**config.mk**
```make
export PLATFORM = sky130hd
export DESIGN_NAME = pipe_ctrl_flat
export DESIGN_NICKNAME = d
export VERILOG_FILES = /design/src/rtl/pipe_ctrl_pkg.sv /design/src/rtl/pipe_ctrl_if.sv /design/src/rtl/pipe_mc_timer.sv /design/src/rtl/pipe_ctrl.sv /design/src/flat_wrapper.sv
export SDC_FILE = /design/constraint.sdc
export NUM_CORES = 1
export LEC_CHECK = 0
export BUFFER_PORTS_ARGS = -buffer_cell sky130_fd_sc_hd__buf_2
export CORE_MARGIN = 10
export CORE_UTILIZATION = 36
export CTS_CLUSTER_SIZE = 24
export DETAILED_ROUTE_END_ITERATION = 7
export MAX_ROUTING_LAYER = met4
export PLACE_DENSITY_LB_ADDON = 0.05
export RECOVER_POWER = 50
export SETUP_SLACK_MARGIN = 0.05
export SYNTH_ARGS = -nofsm -noshare
export SYNTH_HDL_FRONTEND = slang
export SYNTH_HIERARCHICAL = 1
export SYNTH_SLANG_ARGS = --single-unit
export TNS_END_PERCENT = 10
```
**constraint.sdc**
```tcl
create_clock -name clk -period 2.9 [get_ports clk]
set_input_delay 0.29 -clock clk [delete_from_list [all_inputs] [get_ports clk]]
set_output_delay 0.29 -clock clk [all_outputs]
set_load 0.005 [all_outputs]
```
**src/rtl/pipe_ctrl_pkg.sv**
```systemverilog
// Shared types and constants for the pipeline sequencer: state encodings,
// stall codes, multi-cycle kinds and bus widths.
package pipe_ctrl_pkg;

    localparam int RegBus      = 32;
    localparam int InstAddrBus = 32;
    localparam int CntW        = 6;
    localparam int StallW      = 6;

    // Stall vector bit order: {wb,mem,ex,id,if,pc}; 1 = hold stage.
    localparam logic [StallW-1:0] StallNone = 6'b000000;
    localparam logic [StallW-1:0] StallId   = 6'b000111;
    localparam logic [StallW-1:0] StallEx   = 6'b001111;

    localparam logic Stop   = 1'b1;
    localparam logic NoStop = 1'b0;

    localparam logic [InstAddrBus-1:0] ExcVector = 32'h0000_0020;

    typedef enum logic {
        MC_MADD = 1'b0,
        MC_DIV  = 1'b1
    } mc_kind_e;

    typedef enum logic [1:0] {
        IDLE    = 2'd0,
        MC_RUN  = 2'd1,
        MC_DONE = 2'd2
    } state_e;

endpackage

```
**src/rtl/pipe_ctrl_if.sv**
```systemverilog
// Request/response bundle between the pipeline stages and pipe_ctrl.
// All signals are level-sampled each cycle; outputs are combinational.
interface pipe_ctrl_if;
    import pipe_ctrl_pkg::*;

    logic                   stallreq_id_i;
    logic                   mc_start_i;
    mc_kind_e               mc_kind_i;
    logic                   mc_cancel_i;
    logic                   except_i;
    logic                   eret_i;
    logic [InstAddrBus-1:0] epc_i;
    logic [StallW-1:0]      stall_o;
    logic                   flush_o;
    logic [InstAddrBus-1:0] new_pc_o;
    logic                   mc_busy_o;
    logic                   mc_done_o;
    state_e                 state_dbg;
    logic [CntW-1:0]        cnt_dbg;

    modport master (
        output stallreq_id_i, mc_start_i, mc_kind_i, mc_cancel_i,
               except_i, eret_i, epc_i,
        input  stall_o, flush_o, new_pc_o, mc_busy_o, mc_done_o,
               state_dbg, cnt_dbg
    );

    modport slave (
        input  stallreq_id_i, mc_start_i, mc_kind_i, mc_cancel_i,
               except_i, eret_i, epc_i,
        output stall_o, flush_o, new_pc_o, mc_busy_o, mc_done_o,
               state_dbg, cnt_dbg
    );

endinterface

```
**src/rtl/pipe_mc_timer.sv**
```systemverilog
// Loadable down-counter timing multi-cycle execute ops; saturates at zero.
module pipe_mc_timer
    import pipe_ctrl_pkg::*;
(
    input  logic            clk,
    input  logic            rst,
    input  logic            load_i,
    input  logic [CntW-1:0] load_val_i,
    input  logic            dec_i,
    input  logic            clr_i,
    output logic [CntW-1:0] cnt_o,
    output logic            zero_o
);

    logic [CntW-1:0] cnt_q, cnt_d;

    always_comb begin
        cnt_d = cnt_q;
        if (clr_i) begin
            cnt_d = '0;
        end else if (load_i) begin
            cnt_d = load_val_i;
        end else if (dec_i && cnt_q != '0) begin
            cnt_d = cnt_q - 1'b1;
        end
    end

    always_ff @(posedge clk) begin
        if (rst) begin
            cnt_q <= '0;
        end else begin
            cnt_q <= cnt_d;
        end
    end

    assign cnt_o  = cnt_q;
    assign zero_o = (cnt_q == '0);

endmodule

```
**src/rtl/pipe_ctrl.sv**
```systemverilog
// Pipeline sequencer: arbitrates exception flush, multi-cycle execute stalls
// and decode load-use stalls into one stall vector and redirect.
module pipe_ctrl
    import pipe_ctrl_pkg::*;
#(
    parameter int                     DIV_CYCLES  = 32,
    parameter int                     MADD_CYCLES = 2,
    parameter logic [InstAddrBus-1:0] EXC_VECTOR  = ExcVector
) (
    input  logic          clk,
    input  logic          rst,
    pipe_ctrl_if.slave    bus
);

    localparam logic [CntW-1:0] DivLoad  = CntW'(DIV_CYCLES - 1);
    localparam logic [CntW-1:0] MaddLoad = CntW'(MADD_CYCLES - 1);

    state_e          state_q, state_d;
    mc_kind_e        kind_q, kind_d;
    logic            tmr_load, tmr_dec, tmr_clr, tmr_zero;
    logic [CntW-1:0] tmr_cnt;

    pipe_mc_timer u_timer (
        .clk        (clk),
        .rst        (rst),
        .load_i     (tmr_load),
        .load_val_i ((bus.mc_kind_i == MC_DIV) ? DivLoad : MaddLoad),
        .dec_i      (tmr_dec),
        .clr_i      (tmr_clr),
        .cnt_o      (tmr_cnt),
        .zero_o     (tmr_zero)
    );

    // Priority: rst > except > multi-cycle > decode hazard.
    always_comb begin
        state_d      = state_q;
        kind_d       = kind_q;
        tmr_load     = 1'b0;
        tmr_dec      = 1'b0;
        tmr_clr      = 1'b0;
        bus.stall_o   = StallNone;
        bus.flush_o   = NoStop;
        bus.new_pc_o  = '0;
        bus.mc_busy_o = 1'b0;
        bus.mc_done_o = 1'b0;
        if (rst) begin
            state_d = IDLE;
        end else if (bus.except_i) begin
            bus.flush_o  = Stop;
            bus.new_pc_o = bus.eret_i ? bus.epc_i : EXC_VECTOR;
            state_d      = IDLE;
            tmr_clr      = 1'b1;
        end else begin
            unique case (state_q)
                IDLE: begin
                    if (bus.mc_start_i) begin
                        tmr_load      = 1'b1;
                        kind_d        = bus.mc_kind_i;
                        bus.stall_o   = StallEx;
                        bus.mc_busy_o = 1'b1;
                        state_d       = MC_RUN;
                    end else if (bus.stallreq_id_i) begin
                        bus.stall_o = StallId;
                    end
                end
                MC_RUN: begin
                    bus.stall_o   = StallEx;
                    bus.mc_busy_o = 1'b1;
                    if (bus.mc_cancel_i) begin
                        tmr_clr = 1'b1;
                        state_d = IDLE;
                    end else if (tmr_zero) begin
                        state_d = MC_DONE;
                    end else begin
                        tmr_dec = 1'b1;
                    end
                end
                MC_DONE: begin
                    bus.mc_done_o = 1'b1;
                    bus.stall_o   = bus.stallreq_id_i ? StallId : StallNone;
                    state_d       = IDLE;
                end
                default: state_d = IDLE;
            endcase
        end
    end

    always_ff @(posedge clk) begin
        if (rst) begin
            state_q <= IDLE;
            kind_q  <= MC_MADD;
        end else begin
            state_q <= state_d;
            kind_q  <= kind_d;
        end
    end

    assign bus.state_dbg = state_q;
    assign bus.cnt_dbg   = tmr_cnt;

endmodule

```
**src/flat_wrapper.sv**
```systemverilog
// flat-port wrapper written by rule: the top's interface ports become plain ports
module pipe_ctrl_flat import pipe_ctrl_pkg::*;
#(
    parameter int                     DIV_CYCLES  = 32,
    parameter int                     MADD_CYCLES = 2,
    parameter logic [InstAddrBus-1:0] EXC_VECTOR  = ExcVector
)
  (clk, rst, bus_stallreq_id_i, bus_mc_start_i, bus_mc_kind_i, bus_mc_cancel_i, bus_except_i, bus_eret_i, bus_epc_i, bus_stall_o, bus_flush_o, bus_new_pc_o, bus_mc_busy_o, bus_mc_done_o, bus_state_dbg, bus_cnt_dbg);
  pipe_ctrl_if bus_i ();
  input  logic clk;
  input  logic rst;
  input wire logic [$bits(bus_i.stallreq_id_i)-1:0] bus_stallreq_id_i;
  input wire logic [$bits(bus_i.mc_start_i)-1:0] bus_mc_start_i;
  input wire logic [$bits(bus_i.mc_kind_i)-1:0] bus_mc_kind_i;
  input wire logic [$bits(bus_i.mc_cancel_i)-1:0] bus_mc_cancel_i;
  input wire logic [$bits(bus_i.except_i)-1:0] bus_except_i;
  input wire logic [$bits(bus_i.eret_i)-1:0] bus_eret_i;
  input wire logic [$bits(bus_i.epc_i)-1:0] bus_epc_i;
  output wire logic [$bits(bus_i.stall_o)-1:0] bus_stall_o;
  output wire logic [$bits(bus_i.flush_o)-1:0] bus_flush_o;
  output wire logic [$bits(bus_i.new_pc_o)-1:0] bus_new_pc_o;
  output wire logic [$bits(bus_i.mc_busy_o)-1:0] bus_mc_busy_o;
  output wire logic [$bits(bus_i.mc_done_o)-1:0] bus_mc_done_o;
  output wire logic [$bits(bus_i.state_dbg)-1:0] bus_state_dbg;
  output wire logic [$bits(bus_i.cnt_dbg)-1:0] bus_cnt_dbg;
  assign bus_i.stallreq_id_i = bus_stallreq_id_i;
  assign bus_i.mc_start_i = bus_mc_start_i;
  assign bus_i.mc_kind_i = bus_mc_kind_i;
  assign bus_i.mc_cancel_i = bus_mc_cancel_i;
  assign bus_i.except_i = bus_except_i;
  assign bus_i.eret_i = bus_eret_i;
  assign bus_i.epc_i = bus_epc_i;
  assign bus_stall_o = bus_i.stall_o;
  assign bus_flush_o = bus_i.flush_o;
  assign bus_new_pc_o = bus_i.new_pc_o;
  assign bus_mc_busy_o = bus_i.mc_busy_o;
  assign bus_mc_done_o = bus_i.mc_done_o;
  assign bus_state_dbg = bus_i.state_dbg;
  assign bus_cnt_dbg = bus_i.cnt_dbg;
  pipe_ctrl #(.DIV_CYCLES(DIV_CYCLES), .MADD_CYCLES(MADD_CYCLES), .EXC_VECTOR(EXC_VECTOR)) u_core (.clk(clk), .rst(rst), .bus(bus_i));
endmodule
```
==> results.toml <==
[timing]
finalMaxSlewViolations = 0
finalCriticalPeriod_ps = 2140
rsz0062_at_grt = "false"
worst_slew_pin_slew_ps = 696
hold_viol = 0
finalSetupViolCount = 0
fmax_mhz = 468
skew_ps = 5.72
fin_setup_tns_ps = 0
period_share_pct = 73.7
whs_ps = 238
relSlewSlack_pct = 53.6

[clock_network]
htreeDepth = 1
worstSkewPairLatency_ps = 260
cts_buffers = 3
clock_sinks = 8
ctsResizeCount = 0
post_cts_buffers = 0
tritoncts = "yes"
clock-root-buffer = "clkbuf_4"
cts_buffer_depth = 2
clkTransAtPathRegs_ps = 50
ctsHoldBuffers = 0

[floorplanning]
start_util_pct = 39.2
io_pins = 89
core_area_mm2 = 0.00202
die_y_um = 66.9
num_rows = 16
die-area_mm2 = 0.00448
die_x_um = 66.9

[cells_and_area]
diodes = 0
final_area_mm2 = 0.00119
final_cell_mix = "63 x buf_2, 31 x and2_1, 22 x clkbuf_1, 8 x dfxtp_1"
nets = 233
drive_gt1_share_pct = 37.6
final_common_cell = "buf_2"
areaGrowthSynthToFinish_pct = 50.6

[global_route]
grt_usage_pct = 14.5
antenna_found_initial = 0
grt_pass1_vias = 883
overflow = 0
grt_max_degree = 32
grt_first_pass_wirelength_um = 4780

[worst_setup_path]
rr_startpoint = "u_core/u_timer/cnt_o[0]"
critPathRequiredTime_ps = 3090
cp-startpoint = "u_core/u_timer/cnt_o[0]"
cp.arrival_ps = 2330
crit_path_start_kind = "register"
reg2regPathDepth = 8
worstSetupPathType = "register to register"
cp-end-kind = "register"
crit_fanout = 5

[yosys]
synth_cells = 107
ys_seq_elements = 8
ys_warn_count = 6
yosys.area.top_type = "and2_1"
synth_area_um2 = 793
synth.distinct_cells = 38
synth.area.top_cells = "and2_1 24%, dfxtp_1 20%, a21oi_1 4.4%"
synth_top_area_share_pct = 24.4
synth.avg_cell_area_um2 = 7.41
seq_area_frac_synth_pct = 20.2

[place]
dp_hpwl_um = 2940
gp_congestion = 0.842
place_area_mm2 = 0.00121
io_buffers = 86

[power]
pwr-share-clk_pct = 28.9
power_frac_seq_pct = 39.6
comb_power_share_pct = 31.5
p_per_area_mw_per_mm2 = 251
power_leakage_nw = 0.609
switchingPower_mw = 0.0894
switching_share_pct = 29.8
ir_worst_vdd_mv = 0.207
intPower_mw = 0.210

[min_path]
whs_path_depth = 2
min-delay-start = "bus_mc_cancel_i"
hp-class = "input pin to register"

[detailed_routing]
viasPerCell = 4.61
first_iter_violations = 59
wl_per_cell_um = 15.5
vias = 995
dr.pass1.iters = 4
drc = 0
drt_wl_total_um = 3350
postRouteAntennaNets = 0

[status]
outcome = "complete, no violations"

[flow_run]
maxCapViolations = 0
## registers in the layout (all words and copies together) (netlist names)
signal                count
u_core/bus.state_dbg      2
u_core/u_timer/cnt_o      6
## final timing paths
kind,end,slack [ps]
max,u_core/u_timer/cnt_o[5],760
min,u_core/bus.state_dbg[1],240
max reg2reg,u_core/u_timer/cnt_o[5],760
min reg2reg,u_core/u_timer/cnt_o[5],520
## power groups by stage
stage / combinational, mW / sequential [mW] / clock, mW
after floorplan: 0.0512 / 0.120 / 0
after global routing: 0.107 / 0.119 / 0.0960
after global placement: 0.0959 / 0.120 / 0
final: 0.0944 / 0.118 / 0.0866
after CTS: 0.0984 / 0.118 / 0.0903
after detailed placement: 0.0980 / 0.121 / 0
## Yosys cell counts
library cell	instances
xor2_1	2
ha_1	2
a21oi_1	7
nor2_1	4
and3_1	1
a21boi_0	1
and2_1	31
or4_1	1
or4b_4	1
mux2_2	1
o2111ai_1	1
o211ai_1	1
or3b_2	1
o31ai_1	1
nor3_1	4
a211oi_1	1
clkbuf_2	1
dfxtp_1	8
o21ai_0	7
clkinv_1	1
or3_4	1
or3_1	1
nand2b_1	4
xnor2_1	1
nor3b_2	1
buf_4	4
conb_1	2
a31oi_1	1
inv_1	4
and3b_2	1
and2b_2	1
nand2_1	1
o21bai_1	1
clkbuf_1	3
nand3b_1	1
buf_6	1
nor4b_1	1
nand3_1	1
## worst max-delay path: stages, from the launching register on
cell	delay (ps)
dfxtp_1	340
inv_1	100
ha_1	220
nand2b_1	150
nor2_1	110
nor3_1	440
nand3_1	140
or4_1	400
a31oi_1	170
## per-layer routing
layer | GRT usage, % | part of all wire [%] | vias up | routed length (µm)
li1 | - | - | 515 | -
met1 | 13.1 | 36 | 412 | 1200
met2 | 25.8 | 48 | 63 | 1590
met3 | 6.86 | 15 | 5 | 505
met4 | 5.38 | 1.3 | 0 | 42
met5 | - | 0 | - | 0
## through the flow
| step | power [mW] | util (%) | setup WS [ps] | std cells |
|---|---|---|---|---|
| global placement | 0.216 | 59.7 | 793 | 213 |
| detailed placement | 0.219 | 59.7 | 737 | 213 |
| floorplan | 0.171 | - | 937 | 109 |
| CTS | 0.307 | 60.8 | 757 | 216 |
| finish | 0.299 | 59.1 | 762 | 216 |
| global route | 0.322 | 59.1 | 480 | 216 |
## kinds of logic after synthesis
kind of cell / synth area share, %
flops: 20.2
buf+inv: 9.62
fa+ha+maj: 3.15
xor+xnor: 3.31
other cells: 0.947
compound gates: 15.5
simple gates: 45.9
mux: 1.42
## area by class of cell
| cell class | count | area [µm²] |
|---|---|---|
| fillers | 222 | 827 |
| multi-input cells | 87 | 558 |
| repair buffers | 86 | 402 |
| flip-flops and latches | 8 | 160 |
| well taps | 27 | 33.8 |
| clock buffers | 3 | 22.5 |
| inverters | 5 | 18.8 |
Power figures use the tool's default switching activity.
